`src/rtl/pattern_det_pkg.sv`:
```
// Shared types and constants for the serial pattern detector.
package pattern_det_pkg;
  typedef enum logic [1:0] {EMPTY = 2'd0, FILLING = 2'd1, ARMED = 2'd2} state_e;

  localparam logic B = 1'b0;
  localparam logic C = 1'b1;

  // B,B,C,B,C with the first received bit in the MSB
  localparam logic [4:0] PAT_INIT_DEF = {B, B, C, B, C};
endpackage

```
`src/rtl/pattern_det_sat_cnt.sv`:
```
// Saturating event counter; clear beats increment.
module pattern_det_sat_cnt #(
  parameter int CNT_W = 8
) (
  input  logic             clk,
  input  logic             rst,
  input  logic             inc,
  input  logic             clr,
  output logic [CNT_W-1:0] cnt_o
);
  logic [CNT_W-1:0] cnt_q, cnt_d;

  always_comb begin
    cnt_d = cnt_q;
    if (clr)                      cnt_d = '0;
    else if (inc && cnt_q != '1)  cnt_d = cnt_q + 1'b1;
  end

  always_ff @(posedge clk) begin
    if (rst) cnt_q <= '0;
    else     cnt_q <= cnt_d;
  end

  assign cnt_o = cnt_q;
endmodule

```
`src/rtl/pattern_det_param.sv`:
```
// Serial bit-pattern detector with loadable pattern, overlap control and match counter.
module pattern_det_param
  import pattern_det_pkg::*;
#(
  parameter int                 PAT_LEN  = 5,
  parameter logic [PAT_LEN-1:0] PAT_INIT = PAT_LEN'(PAT_INIT_DEF),
  parameter int                 CNT_W    = 8
) (
  input  logic               clk,
  input  logic               rst,
  input  logic               d_i,
  input  logic               valid_i,
  input  logic               overlap_i,
  input  logic               cfg_load_i,
  input  logic [PAT_LEN-1:0] cfg_pattern_i,
  input  logic               cnt_clr_i,
  output logic               pattern_o,
  output logic [CNT_W-1:0]   match_cnt_o,
  output logic               busy_o
);
  localparam int            FW   = $clog2(PAT_LEN + 1);
  localparam logic [FW-1:0] FULL = FW'(PAT_LEN);

  logic [PAT_LEN-1:0] hist_q, hist_d, hist_n, pat_q, pat_d;
  logic [FW-1:0]      fill_q, fill_d, fill_n;
  state_e             state_q, state_d;
  logic               hit_q, hit_d;

  always_comb begin
    hist_d  = hist_q;
    pat_d   = pat_q;
    fill_d  = fill_q;
    state_d = state_q;
    hit_d   = 1'b0;
    hist_n  = {hist_q[PAT_LEN-2:0], d_i};
    fill_n  = (fill_q == FULL) ? FULL : fill_q + 1'b1;

    // A load restarts the search; any bit presented alongside it is discarded
    if (cfg_load_i) begin
      pat_d   = cfg_pattern_i;
      fill_d  = '0;
      state_d = EMPTY;
    end else if (valid_i) begin
      hist_d = hist_n;
      fill_d = fill_n;
      if (hist_n == pat_q && fill_n == FULL) begin
        hit_d = 1'b1;
        if (!overlap_i) fill_d = '0;
      end
      case (state_q)
        EMPTY, FILLING, ARMED:
          state_d = (fill_d == '0)   ? EMPTY :
                    (fill_d == FULL) ? ARMED : FILLING;
        default: begin
          state_d = EMPTY;
          fill_d  = '0;
        end
      endcase
    end
  end

  always_ff @(posedge clk) begin
    if (rst) begin
      hist_q  <= '0;
      pat_q   <= PAT_INIT;
      fill_q  <= '0;
      state_q <= EMPTY;
      hit_q   <= 1'b0;
    end else begin
      hist_q  <= hist_d;
      pat_q   <= pat_d;
      fill_q  <= fill_d;
      state_q <= state_d;
      hit_q   <= hit_d;
    end
  end

  pattern_det_sat_cnt #(.CNT_W(CNT_W)) u_cnt (
    .clk   (clk),
    .rst   (rst),
    .inc   (hit_d),
    .clr   (cnt_clr_i),
    .cnt_o (match_cnt_o)
  );

  assign pattern_o = hit_q;
  assign busy_o    = (state_q != EMPTY);
endmodule

```
`config.mk`:
```
export PLATFORM = sky130hd
export DESIGN_NAME = pattern_det_param
export DESIGN_NICKNAME = d
export VERILOG_FILES = /design/src/rtl/pattern_det_pkg.sv /design/src/rtl/pattern_det_sat_cnt.sv /design/src/rtl/pattern_det_param.sv
export SDC_FILE = /design/constraint.sdc
export NUM_CORES = 1
export LEC_CHECK = 0
export ABC_AREA = 1
export BUFFER_PORTS_ARGS = -buffer_cell sky130_fd_sc_hd__buf_4
export CAP_MARGIN = 30
export CORE_MARGIN = 2
export CORE_UTILIZATION = 43
export DETAILED_ROUTE_END_ITERATION = 7
export PLACE_DENSITY = 0.75
export SETUP_SLACK_MARGIN = 0.5
export SYNTH_ARGS = -nofsm -noshare
export SYNTH_HDL_FRONTEND = slang
export SYNTH_HIERARCHICAL = 1
export SYNTH_SLANG_ARGS = --single-unit
```
`constraint.sdc`:
```
create_clock -name clk -period 3.67 [get_ports clk]
set_input_delay 0.1835 -clock clk [delete_from_list [all_inputs] [get_ports clk]]
set_output_delay 0.1835 -clock clk [all_outputs]
set_load 0.02 [all_outputs]
```
; ---- Yosys cells after proc, flatten, opt, wreduce, memory -nomap -nowiden
; Cells that the tools add are included.
[totals]
regBits = 23
latch_bits = 0
mem_bits_rw = 0
mem_bits_ro = 0
elab_cells = 37
n_memories = 0
[op_classes]
addsub = 2
mul = 0
n_div = 0
magnitude_cmp = 0
n_eq_ne = 7
n_shift = 0
n_mux = 12
bitwise_logic = 1
n_reduce_logical = 9
[ops]
columns = op, n
row1 = 3-bit 2-to-1 mux, 6
row2 = 3-bit equality test (second input constant), 3
row3 = 8-bit by 1-bit adder with 8-bit output (second input constant), 1
row4 = 8-bit != test (second input constant), 1
row5 = 2-bit 2-to-1 mux, 3
row6 = 5-bit equality test, 1
row7 = 2-bit OR reduction, 2
row8 = 3-bit by 1-bit adder with 3-bit output (second input constant), 1
row9 = 3-bit zero test, 1
row10 = 1-bit 2-to-1 mux, 3
row11 = 3-bit OR reduction, 1
row12 = 2-bit by 1-bit equality test with 1-bit output (second input constant), 1
row13 = 2-bit equality test (second input constant), 1
row14 = 1-bit logical AND, 2
row15 = 2-bit zero test, 1
row16 = 2-bit AND reduction, 1
row17 = 2-bit nonzero test, 1
row18 = 1-bit inverter, 1

; ---- Longest topological paths before layout
; Gate-level depths: netlist (run 1).
[depth]
depth_word = 11
ltp_mapped = 12

; ---- Hierarchy
; The synthesis (run 1) kept the hierarchy.
[modules_own_cells]
columns = module, instances, cells_per_inst, area_per_inst_um2
row1 = pattern_det_param, 1, 109, 778.2
row2 = pattern_det_sat_cnt, 1, 73, 460.4

; ---- Worst setup path after synthesis (run 1)
; Ideal clock, no wire load.
[synth_path]
kind = register to register
startpoint = register pat_q[0]
endpoint = register u_cnt.cnt_q[7] (netlist: u_cnt/cnt_o[7])
setup_ns = 0.117
arrival_time_ns = 1.497
required_time_ns = 3.553
path_slack_ns = 2.056
path_stages_with_launch = 11
path_buffers = 1
synth_period_minus_slack_ns = 1.614
path_cell_list = dfxtp_1 -> inv_1 -> nand2_1 -> nand2_4 -> nor4_1 -> nand2_1 -> nor2_1 -> clkbuf_1 -> nand2_1 -> nor2_1 -> nor2_1
[synth_between]
elab_chain_len = 6
[synth_rtl]
columns = element, line
row1 = start: declaration, pattern_det_param.sv:24  ; logic [PAT_LEN-1:0] hist_q, hist_d, hist_n, pat_q, pat_d;
row2 = start signal: assignment, pattern_det_param.sv:71  ; pat_q <= pat_d;
row3 = 5-bit equality test, pattern_det_param.sv:46  ; if (hist_n == pat_q && fill_n == FULL) begin
row4 = 1-bit logical AND, pattern_det_param.sv:46
row5 = 1-bit 2-to-1 mux, pattern_det_param.sv:46
row6 = 1-bit 2-to-1 mux, pattern_det_param.sv:43  ; end else if (valid_i) begin
row7 = 1-bit 2-to-1 mux, pattern_det_param.sv:39  ; if (cfg_load_i) begin
row8 = net hit_d, pattern_det_param.sv:27  ; logic hit_q, hit_d;
row9 = 1-bit logical AND, pattern_det_sat_cnt.sv:16  ; else if (inc && cnt_q != '1) cnt_d = cnt_q + 1'b1;
row10 = end signal: assignment, pattern_det_sat_cnt.sv:21  ; else cnt_q <= cnt_d;
row11 = end: declaration, pattern_det_sat_cnt.sv:11  ; logic [CNT_W-1:0] cnt_q, cnt_d;
; The timed path passes the listed nets, and every way through them passes these cells.
; A chain may end at the register's enable or synchronous reset.

; ---- Worst setup path in the final report (run 1)
[layout_path]
startpoint = register hist_q[0]
endpoint = register u_cnt.cnt_q[3] (netlist: u_cnt/cnt_o[3])
[layout_between]
elab_chain_len = 6
[layout_rtl]
columns = element, line
row1 = start: declaration, pattern_det_param.sv:24
row2 = start signal: assignment, pattern_det_param.sv:70  ; hist_q <= hist_d;
row3 = 5-bit equality test, pattern_det_param.sv:46
row4 = 1-bit logical AND, pattern_det_param.sv:46
row5 = 1-bit 2-to-1 mux, pattern_det_param.sv:46
row6 = 1-bit 2-to-1 mux, pattern_det_param.sv:43
row7 = 1-bit 2-to-1 mux, pattern_det_param.sv:39
row8 = net hit_d, pattern_det_param.sv:27
row9 = 1-bit logical AND, pattern_det_sat_cnt.sv:16
; The timed path passes the listed nets, and every way through them passes these cells.

==> results.md, run 1 <==
Min path:
- The launch instance of the worst min-delay path is rst.
- The min-delay analysis places its worst path in the category input port to flop.

Clock network:
- CTS built an H-tree with a depth of 1.
- The number of resized instances in the post-cts repair step is 0.
- The TritonCTS clock tree is yes.
- The count of clock tree sinks is 23.
- The post-CTS setup buffer count is 0.
- Clock tree synthesis inserted a total of 3 buffers.
- The buffer cell driving the clock tree root is clkbuf_4.
- Clock-pin slew was measured on the worst setup and hold paths at about 0.12 ns.
- No sink is reached through more buffers than the 2 on the longest clock path.
- The clock reaches the later pin of the worst-skew pair after around 0.31 ns.
- The count of hold-fix buffers inserted at cts is 0.

Synth:
- The xor and xnor area share after synthesis is between 1 and 1.5%.
- In the synthesized netlist, mux cells make up 0% of the area.
- After Yosys synthesis, and, or, nand and nor cells account for 39.3% of the synthesized area.
- The Yosys step of the flow raised 6 warnings.
- Averaged over all synthesized cells, the footprint is ~6.8 um^2.
- The number of unique standard cell types used by synthesis is 22.
- The complex-gate fraction of the synthesized area is a little under an eighth.
- By area, the combinational part of the netlist is dominated by simple AND/OR/NAND/NOR gates.
- The adder and majority cell fraction of the synthesized area is under 10%.
- In this run, synthesis produced a sequential element count of 23.
- The number of nets produced by synthesis is between 150 and 200.
- The sequential cell area fraction in the yosys report is 37.2%.
- The cell count after synthesis is 182.
- The mapped netlist covers between 0.001 and 0.0015 mm^2.

Placement:
- After legalization and detailed placement, the total HPWL measured about 1.8 mm.
- The count of input and output buffers is 21.
- The congestion estimate from routability-driven global placement came to 0.782.
- Prior to clock tree synthesis, the placed netlist has a worst setup slack of between 1.5 and 2 ns.

Critical path:
- STA classifies the critical path endpoint as a flop.
- The critical path start-end classification is flop to flop.
- In this run the critical register-to-register path is captured at u_cnt/cnt_o[3].
- The kind of launch point of the worst setup path is a flop.
- The reg-to-reg startpoint is hist_q[0].
- Along the worst path, the maximum fanout reaches 12.
- The launching element of the worst setup path is hist_q[0].
- The critical path data arrival time is around 2.2 ns.
- STA puts the critical path data required time at about 3.9 ns.
- The capture point of the worst path is u_cnt/cnt_o[3].
- The register-to-register path setup slack is about 1.7 ns.
- For the worst flop-to-flop path, the logic depth is 11.

STA:
- The count of pins over their slew limit was 0.
- The measured slew at the worst slew-check pin is 0.640 ns.
- Adding up every negative setup slack in the final design gives 0 ns.
- Dividing the final minimum period by the clock period gives roughly 55%.
- Setup repair after global routing left no endpoint under its margin.
- The number of setup violations in the final report is 0.
- Between clock sinks in the finished design, the worst skew comes to approximately 0.0045 ns.
- The achievable clock frequency is slightly below 500 MHz.
- Measured against its own limit, the worst slew margin works out to approximately 57%.
- The minimum period implied by the final worst setup slack is between 2 and 2.5 ns.
- Setup slack on the critical path of the routed design comes to ~1.7 ns.
- The count of final hold-check violations is 0.

Routing:
- The detailed route wirelength on metal2 is about 980 um.
- After detailed routing, the met3 layer carries between 70 and 80 um of wire.
- In the routed layout, each cell is associated on average with a via count of 4.68.
- In the final routed layout, each cell accounts on average for 9.72 um.
- The highest signal layer in the routed design is met4.
- For this block, wires on met1 add up to 1.21 mm.
- The length of the first detailed-routing pass in iterations is 4.
- Once detail routing completed, the nets flagged for antenna violations numbered 0.
- The total detailed-routing wirelength is approximately 2.3 mm.
- In this run, the number of DRC markers left after iteration 0 of detailed routing was 41.
- After detailed routing, the number of remaining DRC violations is 0.
- The via total after detailed routing is around 1100.

Job:
- Max-cap violations in this run came to 0.

Pwr:
- The leakage power is roughly 0.64 nW.
- For this design the ratio of total power to cell area is ~300 mW/mm^2.
- The design draws between 0.4 and 0.5 mW.
- The worst ir drop on vdd is about 0.00028 V.

Global route:
- Global routing consumed, over all layers together, 16.3% of the routing resources.
- The number of global-route vias before repair came to ~1000.
- The total overflow left after global routing is 0.
- The first global-routing pass estimated ~4.3 mm of wire.
- The largest net degree at the start of global routing is 13.
- The initial antenna violation count is 0.

Floorplan:
- The floorplan step defined a die boundary enclosing 0.00333 mm^2.
- The die is between 50 and 60 um tall.
- The width of the chip is between 50 and 60 um.
- Pin placement for this block handled 22 I/O pins.
- The cell row count is 19.
- The starting density of the core is 44.9%.
- The floorplan step defined a core boundary enclosing between 0.002 and 0.003 mm^2.

Finish:
- Compared with the post-synthesis result, the final layout area differs by 17.7%.
- The layout net count is 220.
- 0 antenna diodes ended up in the layout.
- The fraction of layout instances using a drive strength above 1 is 22.3%.

Status:
- The run finished with clean final reports.
==> sequential cells by signal (all words and copies together) (netlist names) <==
register	flops
u_cnt/cnt_o	8
pat_q	5
hist_q	4
fill_q	3
state_q	2
pattern_o	1
==> area by class of cell <==
type,count,area [um^2]
clock buffers,4,26.3
fillers,284,1300
inverters,30,113
multi-input cells,128,662
flip-flops and latches,23,460
well taps,31,38.8
repair buffers,21,158
==> metal layers <==
metal  track usage, %  vias to the layer above
met4             6.31                        0
li1                 -                      624
met5                0                        -
met1             23.3                      460
met2             23.7                       22
met3             4.24                        4
==> where the power goes <==
part / leakage [nW] / switching [mW] / internal, mW / total [mW]
Clock: 0.0150 / 0.0717 / 0.0425 / 0.114
Combinational: 0.434 / 0.0322 / 0.0221 / 0.0543
Sequential: 0.188 / 0.00531 / 0.257 / 0.263
Total: 0.637 / 0.109 / 0.322 / 0.431
==> Yosys cell counts <==
cell / instances / area, um^2
nor2_1: 22 / 82.6
nor2_2: 2 / 12.5
o21ai_0: 11 / 55.1
nand3_4: 1 / 17.5
dfxtp_1: 23 / 460
nand3_2: 2 / 20.0
nor4_1: 1 / 6.26
nand4_1: 2 / 12.5
nand3_1: 13 / 65.1
clkbuf_1: 1 / 3.75
nor3_2: 1 / 10.0
nand2_1: 42 / 158
a21oi_1: 18 / 90.1
nor2_4: 4 / 45.0
nand4_4: 1 / 21.3
ha_1: 1 / 12.5
nand2_2: 3 / 18.8
xor2_1: 2 / 17.5
inv_1: 24 / 90.1
or2_2: 1 / 6.26
nand2_4: 1 / 11.3
inv_2: 6 / 22.5
==> worst max-delay path, stage by stage, from the launching register on <==
cell	delay (ns)
dfxtp_1	0.38
inv_2	0.05
nand2_1	0.06
nand2_2	0.06
nor4_1	0.27
nand2_1	0.13
nor2_1	0.51
inv_1	0.12
nor2_1	0.16
nand3_1	0.09
nand2_1	0.07
nor2_1	0.04
==> kinds of logic after synthesis <==
group / after synthesis
and+or+nand+nor: 96
buffers and inverters: 31
AOI/OAI and AO/OA: 29
DFF: 23
xor gates and xnor gates: 2
adders and majority gates: 1
==> cells in the final DEF (no fill, tap or decap), drive strengths merged <==
cell type / n
a21oi: 18
buf: 21
clkbuf: 4
dfxtp: 23
ha: 1
inv: 30
nand2: 46
nand3: 16
nand4: 3
nor2: 28
nor3: 1
nor4: 1
o21ai: 11
or2: 1
xor2: 2
==> stage by stage <==
stage	std cells	utilization [%]	hold WS, ns	instance area (um^2)
after global routing	237	52.9	0.0427	1460
after CTS	237	52.9	0.0479	1460
after detailed placement	233	51.9	0.397	1430
final	237	52.9	0.0652	1460
after global placement	233	51.9	0.394	1430
after floorplan	182	-	0.253	1240
==> worst min-delay path by stage <==
stage          slack [ns]         to  depth (start not counted)
6_report             0.07  pattern_o                          2
4_1_cts              0.05  pattern_o                          2
3_3_place_gp         0.39   pat_q[2]                          3
2_1_floorplan        0.25  pattern_o                          1
5_1_grt              0.04  pattern_o                          2
3_5_place_dp         0.40  pattern_o                          2
Power figures use the tool's default switching activity.
==> run 2: changes to the inputs <==
==> constraint.sdc (replaced) <==
create_clock -name clk -period 1.9 [get_ports clk]
set_input_delay 0.095 -clock clk [delete_from_list [all_inputs] [get_ports clk]]
set_output_delay 0.095 -clock clk [all_outputs]
set_load 0.02 [all_outputs]
==> run 2 against run 1 <==
  * Total power grew 100%
  * Clock skew grew 0.0056 ns
  * Count of clock-buffer cells in the layout shrank 1
  * Via count grew 7.6%
  * Non-clock buffer count grew 10
  * Sequential power grew 95%
  * Combinational power grew 140%
  * Critical path type unchanged
  * Critical endpoint is now u_cnt/cnt_o[4]
  * Highest routed layer unchanged
==> results.md, run 2 (same netlist as run 1, synthesis figures left out) <==
Global route:
- The largest net degree at the start of global routing was 14 (+1).
- The total global routing track utilization came to 17.1% (+0.72 points).
- The initial antenna violation count is 0 (unchanged).
- The leftover overflow at the end of global routing is 0 (unchanged).
- The number of global-route vias before repair is 1078 (+3.6%).
- The wire length of the first global-routing pass is 4.43 mm (+2.5%).

STA:
- The clock skew was 0.0101 ns (+0.00557 ns).
- The count of pins over their slew limit is 0 (unchanged).
- The total negative slack for setup checks was 0 ns (unchanged).
- Setup repair after global routing could not meet its margin everywhere.
- The portion of the clock cycle consumed by the worst path in the final layout is 79.3% (+24 points).
- The headroom to the max-slew limit is 66.8% (+9.6 points).
- The achievable clock frequency is 664 MHz (+34%).
- The minimum period implied by the final worst setup slack came to 1.51 ns (-0.513 ns).
- The count of final hold-check violations is 0 (unchanged).
- The measured slew at the worst slew-check pin is 0.496 ns (-0.144 ns).
- The number of setup violations in the final report is 0 (unchanged).

Clock network:
- The CTS clock-pin slew for the worst setup and hold paths came to 0.13 ns (about the same).
- The number of CTS-inserted buffers was 3 (unchanged).
- The deepest clock path buffer count is 2 (unchanged).
- The root buffer cell chosen for the clock tree is clkbuf_4.
- The count of clock tree sinks is 23 (unchanged).
- The clock latency reported for the late side of the worst-skew pair came to 0.32 ns (about the same).
- TritonCTS built the clock tree.
- The number of H-tree branching levels was 1 (unchanged).

Routing:
- The total detailed-routing wirelength is 2.54 mm (+10%).
- The post-detailed-route DRC marker count came to 0 (unchanged).
- The length of the first detailed-routing pass in iterations came to 4 (unchanged).
- The iteration-0 DRC count of the detailed router is 52 (+27%).
- The number of nets still failing antenna checks after routing came to 0 (unchanged).
- The average wire per standard cell is 10.3 um (+5.6%).
- The via total after detailed routing is 1194 (+7.6%).
- The post-detailed-route via-to-cell ratio is 4.83 (+3.2%).

Finish:
- The layout net count came to 230 (+4.5%).
- The fill cell instance count of the final layout came to 280 (-1.4%).
- The number of flip-flops under the largest register name came to 8 (unchanged).
- Compared with the post-synthesis result, the final layout area differs by 30.6%.
- The number of inserted diodes is 0 (unchanged).
- The fraction of layout instances using a drive strength above 1 is 36.6% (+14 points).
- The library cells used most frequently in the layout, excluding fill and tap cells, are nand2_1, buf_4, inv_1.
- Leaving out fill and tap cells, the most frequent cell in the layout is nand2_1.
- The final design instance area without fill is 0.00162 mm^2 (+11%).

Status:
- The run finished with clean final reports.

Pwr:
- The worst ir drop on vdd is 0.000443 V (+57%).
- The relative contribution of sequential cells to total power is 58.6% (-2.3 points).
- The portion of total power attributed to the clock network is 26.5% (about the same).
- The part of the total power dissipated in combinational logic is 14.9% (+2.3 points).
- The power per standard cell area is 540 mW/mm^2 (+83%).
- The internal portion of total power was 0.635 mW (+97%).
- The leakage power is 0.696 nW (+9.3%).
- The reported net switching power is 0.239 mW (+120%).
- The proportion of total power due to net switching is 27.3% (+2.0 points).

Min path:
- The tightest min-delay check is of the input port to flop type.

Floorplan:
- The starting density of the core came to 44.9% (unchanged).
- The height of the die is 57.7 um (unchanged).
- The area of the core is 0.00276 mm^2 (unchanged).
- The count of pins on the block boundary is 22 (unchanged).
- The width of the chip is 57.7 um (unchanged).
- The cell row count came to 19 (unchanged).
- The area of the die is 0.00333 mm^2 (unchanged).

Critical path:
- The kind of launch point of the worst setup path is a flop.
- Walking the worst path, the cells encountered are inv_2, nand2_2, nand2_4, nor4_4, nand2_2, nor2_4, nand2_1, nor2_1, nand3_1, nand2_1, nor2_1.
- The setup path with the least slack is of type flop to flop.
- The required time at the worst-slack endpoint is 2.14 ns (-1.75 ns).
- The slowest stage of the critical path belongs to the cell dfxtp_2.
- The critical path data arrival time is 1.74 ns (-0.50 ns).
- The register-to-register path setup slack is 0.39 ns (-1.26 ns).
- The largest fanout on the critical path is 4 (-8).
- STA classifies the critical path endpoint as a flop.
- The highest cell delay on the worst timing path is 0.36 ns (-0.15 ns).

Placement:
- The placed wire-length estimate after detailed placement is 1.85 mm (+3.3%).
- The count of input and output buffers came to 21 (unchanged).
- The weighted congestion reported at the end of routability-driven placement came to 0.749 (-4.2%).
- The post-placement cell area is 0.00146 mm^2 (+2.2%).

Job:
- The number of maximum-capacitance violations was 0 (unchanged).
==> run 2: final cells by class <==
cell class	count	area [um^2]	area share [%]
clock buffer	3	22.5	1.39
multi-input combinational	128	729	45.1
inverter	30	113	6.96
sequential	23	469	29.0
tap	31	38.8	2.40
timing repair buffer	31	240	14.8
clock inverter	1	5.00	0.309
==> run 2: path summary, 6_finish.rpt <==
path	start	endpoint	cells past startpoint
max	pat_q[1]	u_cnt/cnt_o[4]	11
min reg2reg	pat_q[4]	pat_q[4]	2
max reg2reg	pat_q[1]	u_cnt/cnt_o[4]	11
min	cfg_load_i	pat_q[0]	2
==> run 2: worst max-delay path: cells and delay by family, from the launching register on <==
family / cells / cell delay (ns)
buffers and inverters: 1 / 0.04
and+or+nand+nor: 10 / 1.03
DFF: 1 / 0.36
==> run 2: routing by layer <==
layer  GRT usage [%]  vias up  part of all wire, %
met1            20.4      524                   45
li1                -      640                    -
met4            7.97        0                  1.8
met3            2.68        5                  4.2
met5               0        -                    0
met2            29.9       25                   49
==> run 2: power by group through the flow <==
| stage | Sequential, mW | Combinational [mW] | Clock (mW) |
|---|---|---|---|
| global placement | 0.519 | 0.104 | 0 |
| CTS | 0.510 | 0.116 | 0.238 |
| finish | 0.512 | 0.130 | 0.232 |
| global route | 0.514 | 0.146 | 0.256 |
| floorplan | 0.517 | 0.0701 | 0 |
| detailed placement | 0.519 | 0.105 | 0 |
==> run 2: per-stage QoR <==
step                hold slack [ns]  util [%]  worst slack [ns]  std cells  power [mW]
detailed placement            0.313      53.0             0.178        234       0.624
floorplan                     0.165         -             0.457        182       0.587
global placement              0.307      53.0             0.272        234       0.622
CTS                         0.00572      56.8             0.374        244       0.864
global route                 0.0374      58.7             0.260        247       0.916
finish                       0.0167      58.7             0.394        247       0.873
==> run 2: timing repair <==
item                                    4_1_cts  5_1_grt
endpoints found under the setup margin        8        8
endpoints found under the hold margin         3        0
gates resized for setup                       8       12
pin swaps                                     4        2
hold buffers                                  3        0
setup buffers                                 3        3
